[src/rtl/bcd_serial_adder_ctrl_if.sv]
// Request/response bundle for the serial BCD adder sequencer.
// The master issues operands and start; the slave returns status and the packed sum.
interface bcd_serial_adder_ctrl_if #(
   parameter int unsigned DIGITS = 4
);
   logic                  start;
   logic [4*DIGITS-1:0]   op_a;
   logic [4*DIGITS-1:0]   op_b;
   logic                  cin;
   logic                  busy;
   logic                  done;
   logic [4*DIGITS-1:0]   result;
   logic                  cout_final;
   logic                  err;

   modport master (
      output start, op_a, op_b, cin,
      input  busy, done, result, cout_final, err
   );

   modport slave (
      input  start, op_a, op_b, cin,
      output busy, done, result, cout_final, err
   );
endinterface

[src/rtl/bcd_serial_adder_ctrl.sv]
// Multi-digit BCD addition sequencer: streams one digit pair per cycle through an
// external single-digit bcd_adder, rippling the carry through a register.
module bcd_serial_adder_ctrl #(
   parameter int unsigned DIGITS = 4
) (
   input  logic                     clk,
   input  logic                     rst,
   bcd_serial_adder_ctrl_if.slave   bus,
   output logic [3:0]               add_a,
   output logic [3:0]               add_b,
   output logic                     add_cin,
   input  logic [3:0]               add_sum,
   input  logic                     add_cout
);
   localparam int unsigned W    = 4 * DIGITS;
   localparam int unsigned IdxW = (DIGITS > 1) ? $clog2(DIGITS) : 1;

   typedef enum logic [1:0] {StIdle, StAdd, StDone} state_e;

   state_e            state_q, state_d;
   logic [W-1:0]      a_q, a_d;
   logic [W-1:0]      b_q, b_d;
   logic [W-1:0]      result_q, result_d;
   logic [IdxW-1:0]   idx_q, idx_d;
   logic              carry_q, carry_d;
   logic              cout_q, cout_d;
   logic              err_q, err_d;

   always_ff @(posedge clk) begin
      if (rst) begin
         state_q  <= StIdle;
         a_q      <= '0;
         b_q      <= '0;
         result_q <= '0;
         idx_q    <= '0;
         carry_q  <= 1'b0;
         cout_q   <= 1'b0;
         err_q    <= 1'b0;
      end else begin
         state_q  <= state_d;
         a_q      <= a_d;
         b_q      <= b_d;
         result_q <= result_d;
         idx_q    <= idx_d;
         carry_q  <= carry_d;
         cout_q   <= cout_d;
         err_q    <= err_d;
      end
   end

   always_comb begin
      logic bad;
      state_d  = state_q;
      a_d      = a_q;
      b_d      = b_q;
      result_d = result_q;
      idx_d    = idx_q;
      carry_d  = carry_q;
      cout_d   = cout_q;
      err_d    = err_q;
      add_a    = 4'h0;
      add_b    = 4'h0;
      add_cin  = 1'b0;
      bad      = 1'b0;
      unique case (state_q)
         StIdle: begin
            if (bus.start) begin
               for (int i = 0; i < int'(DIGITS); i++) begin
                  if (bus.op_a[4*i +: 4] > 4'd9 || bus.op_b[4*i +: 4] > 4'd9) bad = 1'b1;
               end
               state_d  = StAdd;
               a_d      = bus.op_a;
               b_d      = bus.op_b;
               carry_d  = bus.cin;
               idx_d    = '0;
               result_d = '0;
               cout_d   = 1'b0;
               err_d    = bad;
            end
         end
         StAdd: begin
            // Operands shift right so the current digit is always in bits [3:0].
            add_a   = a_q[3:0];
            add_b   = b_q[3:0];
            add_cin = carry_q;
            result_d[{idx_q, 2'b00} +: 4] = add_sum;
            carry_d = add_cout;
            a_d     = a_q >> 4;
            b_d     = b_q >> 4;
            if (idx_q == IdxW'(DIGITS - 1)) begin
               state_d = StDone;
               cout_d  = add_cout;
               idx_d   = '0;
            end else begin
               idx_d = idx_q + 1'b1;
            end
         end
         StDone: begin
            state_d = StIdle;
         end
         default: begin
            state_d = StIdle;
         end
      endcase
   end

   assign bus.busy       = (state_q != StIdle);
   assign bus.done       = (state_q == StDone);
   assign bus.result     = result_q;
   assign bus.cout_final = cout_q;
   assign bus.err        = err_q;
endmodule

[src/flat_wrapper.sv]
// flat-port wrapper written by rule: the top's interface ports become plain ports
module bcd_serial_adder_ctrl_flat 
#(
   parameter int unsigned DIGITS = 4
)
  (clk, rst, add_a, add_b, add_cin, add_sum, add_cout, bus_start, bus_op_a, bus_op_b, bus_cin, bus_busy, bus_done, bus_result, bus_cout_final, bus_err);
  bcd_serial_adder_ctrl_if #(.DIGITS(DIGITS)) bus_i ();
  input  logic clk;
  input  logic rst;
  output logic [3:0] add_a;
  output logic [3:0] add_b;
  output logic add_cin;
  input  logic [3:0] add_sum;
  input  logic add_cout;
  input wire logic [$bits(bus_i.start)-1:0] bus_start;
  input wire logic [$bits(bus_i.op_a)-1:0] bus_op_a;
  input wire logic [$bits(bus_i.op_b)-1:0] bus_op_b;
  input wire logic [$bits(bus_i.cin)-1:0] bus_cin;
  output wire logic [$bits(bus_i.busy)-1:0] bus_busy;
  output wire logic [$bits(bus_i.done)-1:0] bus_done;
  output wire logic [$bits(bus_i.result)-1:0] bus_result;
  output wire logic [$bits(bus_i.cout_final)-1:0] bus_cout_final;
  output wire logic [$bits(bus_i.err)-1:0] bus_err;
  assign bus_i.start = bus_start;
  assign bus_i.op_a = bus_op_a;
  assign bus_i.op_b = bus_op_b;
  assign bus_i.cin = bus_cin;
  assign bus_busy = bus_i.busy;
  assign bus_done = bus_i.done;
  assign bus_result = bus_i.result;
  assign bus_cout_final = bus_i.cout_final;
  assign bus_err = bus_i.err;
  bcd_serial_adder_ctrl #(.DIGITS(DIGITS)) u_core (.clk(clk), .rst(rst), .bus(bus_i), .add_a(add_a), .add_b(add_b), .add_cin(add_cin), .add_sum(add_sum), .add_cout(add_cout));
endmodule
[config.mk]
export PLATFORM = sky130hd
export DESIGN_NAME = bcd_serial_adder_ctrl_flat
export DESIGN_NICKNAME = d
export VERILOG_FILES = /design/src/rtl/bcd_serial_adder_ctrl_if.sv /design/src/rtl/bcd_serial_adder_ctrl.sv /design/src/flat_wrapper.sv
export SDC_FILE = /design/constraint.sdc
export NUM_CORES = 1
export LEC_CHECK = 0
export CAP_MARGIN = 20
export CELL_PAD_IN_SITES_DETAIL_PLACEMENT = 0
export CELL_PAD_IN_SITES_GLOBAL_PLACEMENT = 1
export CORE_AREA = 2 2 89 82
export CTS_BUF_LIST = sky130_fd_sc_hd__clkbuf_4 sky130_fd_sc_hd__clkbuf_8
export DETAILED_ROUTE_END_ITERATION = 16
export DIE_AREA = 0 0 91 84
export GPL_TIMING_DRIVEN = 0
export PLACE_DENSITY = 0.81
export SLEW_MARGIN = 20
export SYNTH_ARGS = -nofsm -noshare
export SYNTH_HDL_FRONTEND = slang
export SYNTH_SLANG_ARGS = --single-unit
[constraint.sdc]
create_clock -name clk -period 3.7 [get_ports clk]
set_clock_uncertainty 0.15 [all_clocks]
set_input_delay 0.555 -clock clk [delete_from_list [all_inputs] [get_ports clk]]
set_output_delay 0.555 -clock clk [all_outputs]
set_load 0.05 [all_outputs]
==> metrics.md, run 1 <==
| Metric | Value |
|---|---|
| Sequential-to-total area share from yosys stat | `0.445` |
| First-pass GRT wire length | `approximately 11000 µm` |
| Vias post-DR | `approximately 2400` |
| Share of cells above drive strength 1 | `0.0663` |
| YS warnings | `0` |
| Final Hold Viols | `0` |
| Number of buffers created by CTS | `5` |
| Most area-consuming cells after synthesis | `dfxtp_1, a311oi_1, nand2_1` |
| Chip Width | `~90 µm` |
| Gate count after technology mapping | `around 300` |
| # DRC | `0` |
| Post-DP Area | `between 3000 and 4000 µm²` |
| Top FF cell, synth | `dfxtp_1` |
| CP cell instances | `nor2b_1 -> clkbuf_2 -> clkbuf_1 -> and2_1 -> clkdlybuf4s50_1` |
| Vias/cell | `slightly above 5` |
| Placer Congestion | `between 0.8 and 0.9` |
| CP top delay family | `buffers and inverters` |
| Hold crit path type | `flip-flop to flip-flop` |
| Fill count | `slightly above 700` |
| Cts hold-fix bufs | `0` |
| Yosys cell types | `36` |
| Mux cell area share after synthesis | `0.0162` |
| Maximum vdd drop | `181 µV` |
| Mapped Area | `roughly 2500 µm²` |
| Finished Cell Area | `around 3400 µm²` |
| Commonest non-fill, non-tap cell in the layout | `clkdlybuf4s50_1` |
| Synth async-reset ratio | `0` |
| Clock latency on the worst-skew pair | `300 ps` |
| FP Rows | `29` |
| PortBufs | `68` |
| GRT Total Usage | `0.179` |
| Starting Density | `0.363` |
| Mean Syn Cell Area | `8.22 µm²` |
| Clock Path Buffers | `2` |
| RSZ-0062 raised after global routing | `false` |
| Outcome | `finished, final reports clean` |
| Area grow syn2layout | `36.4%` |
| Fmax | `approximately 320 MHz` |
| Relative slew slack | `0.597` |
| Clock Pin Slew Worst Setup and Hold Paths | `around 90 ps` |
| Leak Pwr | `around 1.2 nW` |
| CP peak stage delay | `800 ps` |
| Grt ovf | `0` |
| # IOs | `70` |
| Post-synthesis adder-cell area fraction | `0.0253` |
| Fin crit share | `0.846` |
| Final Max Slew Viols | `0` |
| Buf+Inv Stages, Crit Path | `3` |
| WL/cell | `approximately 14 µm` |
| Dpl hpwl | `slightly above 5000 µm` |
| Vias in the first global route | `2250` |
| CORE AREA | `6820 µm²` |
| 1st-pass router iterations | `5` |
| Post-Syn Nets | `between 300 and 400` |
| Clock tree sinks | `55` |
| Routed Antenna Nets | `0` |
| Startpoint types | `flip-flop` |
| CP max FO | `10` |
| Largest net degree at the start of global routing | `16` |
| H-tree depth | `2` |
| Slowest cell on the critical path | `clkdlybuf4s50_1` |
| Synth Register Bits | `55` |
| Final core utilization | `0.495` |
| Worst-margin pin slew | `596 ps` |
| Ant diodes | `0` |
| Final setup viols | `0` |
| CP endpoint kind | `primary output` |
| Setup tns final | `0 ps` |
| Main combinational cell family by area after synthesis | `simple AND/OR/NAND/NOR gates` |
| Setup Buffers After CTS | `0` |
| Compound-Gate Fraction of Synth Area | `0.220` |
| Total of max-cap violations | `0` |
| Fin nets | `422` |
| Final wirelength | `6810 µm` |
| Cell Pwr Density | `roughly 370 nW/µm²` |
| Post-synth EDFFs | `0` |
| 1st-iter DRT viols | `121` |
| PostCTS Resize Cnt | `0` |
| Die Area | `between 7000 and 8000 µm²` |
| CTS tree | `done` |
| Root buf cell | `clkbuf_8` |
| Simple-Gate Fraction of Synth Area | `0.235` |
| Initial antenna violation count | `0` |
| Critical path class | `flip-flop to primary output` |
| Yosys top cell area share | `0.445` |
| Min Clock Period, post-route | `roughly 3100 ps` |
| XOR/XNOR Fraction of Synth Area | `0` |
| Most frequent cells in the layout | `clkdlybuf4s50_1, dfxtp_1, nand2_1` |
| Die Height | `84 µm` |
| CP required | `roughly 3000 ps` |
| Critical Path AT | `2430 ps` |
| Largest area contributor in the netlist | `dfxtp_1` |
worst paths after layout:
check                                 endpoint  slack [ps]  depth (start not counted)                           start
max                                   add_a[0]         570                          5  u_core.state_q[0]$_SDFFE_PP0P_
max reg2reg  u_core.bus.result[1]$_SDFFE_PP0P_        1540                          5    u_core.idx_q[0]$_SDFFE_PP0P_
min reg2reg         u_core.b_q[7]$_SDFFE_PP0P_         330                          2     u_core.b_q[11]$_SDFFE_PP0P_
min                 u_core.b_q[7]$_SDFFE_PP0P_         330                          2     u_core.b_q[11]$_SDFFE_PP0P_
where the power goes:
part,total [mW],switching (mW),internal (mW)
Combinational,0.255,0.145,0.110
Sequential,0.646,0.0190,0.627
Clock,0.361,0.183,0.179
metrics by stage:
stage	hold WS, ps	std cells	setup WS [ps]	total power, mW
3_5_place_dp	318	462	890	0.914
3_3_place_gp	311	462	899	0.913
2_1_floorplan	305	301	1620	0.809
6_report	330	470	570	1.26
4_1_cts	330	470	544	1.27
5_1_grt	350	470	400	1.32
cells by family after synthesis:
kind of cell,Yosys count
adder cells (fa/ha/maj),5
AO/OA/AOI/OAI,83
AND/OR/NAND/NOR,127
flip-flops,55
buffers and inverters,27
multiplexers,4
worst register-to-register path, delay by kind of cell (launching register included):
family	cells	cell delay, ps
buf+inv	1	150
flops	1	460
simple gates	2	760
fa+ha+maj	1	430
compound gates	1	150
routing by layer:
metal	routed length, µm	vias up	global-route usage
li1	-	1216	-
met1	3410	1110	0.268
met2	3010	69	0.271
met3	348	2	0.0298
met4	35	0	0.0372
met5	0	-	0
synth_stat cells, types with 2 or more instances:
master and n:
and2_1 9, buf_2 4, nor2_1 34, nor4bb_1 2, dfxtp_1 55, nand4_1 4, inv_1 3, ha_1 5
a22oi_1 8, buf_4 8, nor2b_1 3, nand3_1 13, a311oi_1 24, mux2i_1 4, a21oi_1 21, clkbuf_1 9
o21ai_0 25, nor3b_1 2, nand2_1 51
state kept, by name, indices dropped and copies added, names as in the netlist:
signal	count
u_core.bus.cout_final	1
u_core.bus.result	16
u_core.a_q	16
u_core.bus.err	1
u_core.b_q	16
u_core.state_q	2
u_core.carry_q	1
u_core.idx_q	2
cell type report:
type	instances	area (µm²)	share of cell area
multi-input combinational	219	1230	0.364
sequential	55	1100	0.326
timing repair buffer	68	681	0.202
buffer	24	134	0.0397
tap	93	116	0.0345
clock buffer	8	104	0.0308
inverter	3	11.3	0.00334
No activity file was read; power rests on OpenSTA's default activity.
==> inputs of run 2 (changes only) <==
- CORE_AREA: 2 2 89 82 -> 2 2 96 89
- DIE_AREA: 0 0 91 84 -> 0 0 98 91
- PLACE_DENSITY: 0.81 -> 0.73
- clock period: 3.7 -> 2.7 ns (I/O delays scaled with it)
==> metrics.md, run 2 (same netlist as run 1, synthesis figures left out) <==
| Metric | Value |
|---|---|
| Outcome | `finished, final reports clean` |
| Critical path class | `flip-flop to primary output` |
| CTS tree | `done` |
| Startpoint types | `flip-flop` |
| Vias/cell | `between 5 and 6` |
| CORE AREA | `between 7000 and 8000 µm²` |
| Clock Pin Slew Worst Setup and Hold Paths | `around 100 ps` |
| Maximum vdd drop | `roughly 190 µV` |
| Cell Pwr Density | `about 500 nW/µm²` |
| Ant diodes | `0` |
| Fin nets | `~420` |
| FP Rows | `31` |
| Reg-to-reg startpoint | `u_core.idx_q[0]$_SDFFE_PP0P_` |
| First-pass GRT wire length | `~11000 µm` |
| CP endpoint kind | `primary output` |
| Worst-margin pin slew | `between 600 and 700 ps` |
| Chip Width | `98 µm` |
| Register area | `around 1100 µm²` |
| Placed insts | `roughly 470` |
| Placer Congestion | `0.771` |
| Critical Path AT | `1850 ps` |
| Vias post-DR | `2380` |
| Vias in the first global route | `around 2300` |
| Share of cells above drive strength 1 | `0.0615` |
| 1st-pass router iterations | `4` |
| Most frequent cells in the layout | `clkdlybuf4s50_1, dfxtp_1, nand2_1` |
| Hold_sp | `u_core.bus.result[10]$_SDFFE_PP0P_` |
| Root buf cell | `clkbuf_8` |
| Fill count | `~830` |
| H-tree depth | `2` |
| Worst setup path startpoint | `u_core.state_q[0]$_SDFFE_PP0P_` |
| Clock latency on the worst-skew pair | `approximately 300 ps` |
| Largest net degree at the start of global routing | `16` |
| Total of max-cap violations | `0` |
| Starting Density | `0.314` |
| Setup tns final | `0 ps` |
| Grt ovf | `0` |
| GRT Total Usage | `0.156` |
| 1st-iter DRT viols | `around 90` |
| Final wirelength | `roughly 7000 µm` |
| Final Max Slew Viols | `0` |
| CP required | `about 2100 ps` |
| Clock tree sinks | `between 50 and 60` |
| Initial antenna violation count | `0` |
| Die Area | `about 8900 µm²` |
| Fin crit share | `0.892` |
| Relative slew slack | `0.587` |
| Dpl ws | `11.7 ps` |
| Setup Buffers After CTS | `0` |
| Fmax | `between 400 and 500 MHz` |
| Hold crit path type | `flip-flop to flip-flop` |
| Final setup viols | `0` |
| Dpl hpwl | `around 5300 µm` |
| Die Height | `about 90 µm` |
| Commonest non-fill, non-tap cell in the layout | `clkdlybuf4s50_1` |
| Fin worst setup slack | `between 200 and 300 ps` |
| Multi-input logic area | `1230 µm²` |
| RSZ-0062 raised after global routing | `false` |
| Clock Path Buffers | `2` |
| # DRC | `0` |
| CP max FO | `15` |
| Non-filler instance count after layout | `roughly 470` |
| Leak Pwr | `1.30 nW` |
| Routed Antenna Nets | `0` |
| Min Clock Period, post-route | `2410 ps` |
| Final Hold Viols | `0` |
| Number of buffers created by CTS | `5` |
| PortBufs | `between 60 and 70` |
| Area grow syn2layout | `35.2%` |
| # IOs | `70` |
| WL/cell | `roughly 15 µm` |
==> run 2: per-layer routing <==
layer  vias to the layer above  part of all wire  GRT usage
met1                      1107              0.51      0.232
met2                        55              0.44      0.236
met3                         4             0.050     0.0246
li1                       1214                 -          -
met4                         0            0.0078     0.0382
met5                         -                 0          0
==> run 2: path summary, 6_finish.rpt <==
| kind | endpoint | slack [ps] | depth (start not counted) |
|---|---|---|---|
| max | add_a[1] | 290 | 4 |
| min reg2reg | u_core.bus.result[10]$_SDFFE_PP0P_ | 330 | 2 |
| min | u_core.bus.result[10]$_SDFFE_PP0P_ | 330 | 2 |
| max reg2reg | u_core.bus.result[3]$_SDFFE_PP0P_ | 510 | 5 |
==> run 2: repair_timing <==
action,4_1_cts,5_1_grt
hold endpoints to repair,0,0
endpoints found under the setup margin,9,2
gates resized for setup,9,2
hold buffers,0,0
==> run 2: final cells by class <==
class | count | share of cell area
buffer | 23 | 0.0389
clock buffer | 6 | 0.0228
inverter | 3 | 0.00337
multi-input combinational | 219 | 0.367
sequential | 55 | 0.329
tap | 99 | 0.0370
timing repair buffer | 68 | 0.202
==> run 2: through the flow <==
stage,instance area (µm²),hold WS (ps),utilization,power (mW)
after detailed placement,3280,318,0.416,1.26
final,3340,331,0.425,1.66
after global routing,3340,358,0.425,1.75
after floorplan,2470,305,-,1.11
after CTS,3340,331,0.424,1.68
after global placement,3280,314,0.416,1.25
==> run 2: power by group <==
part	leakage [nW]	switching, mW	internal, mW
registers	0.452	0.0264	0.860
logic	0.807	0.197	0.146
clock network	0.0406	0.249	0.184
total	1.30	0.473	1.19
==> run 2: critical path: stages, from the launching register on <==
cell and delay (ps):
dfxtp_1 410, nor2b_1 150, clkbuf_2 300, and2_1 170, dlygate4sd2_1 520
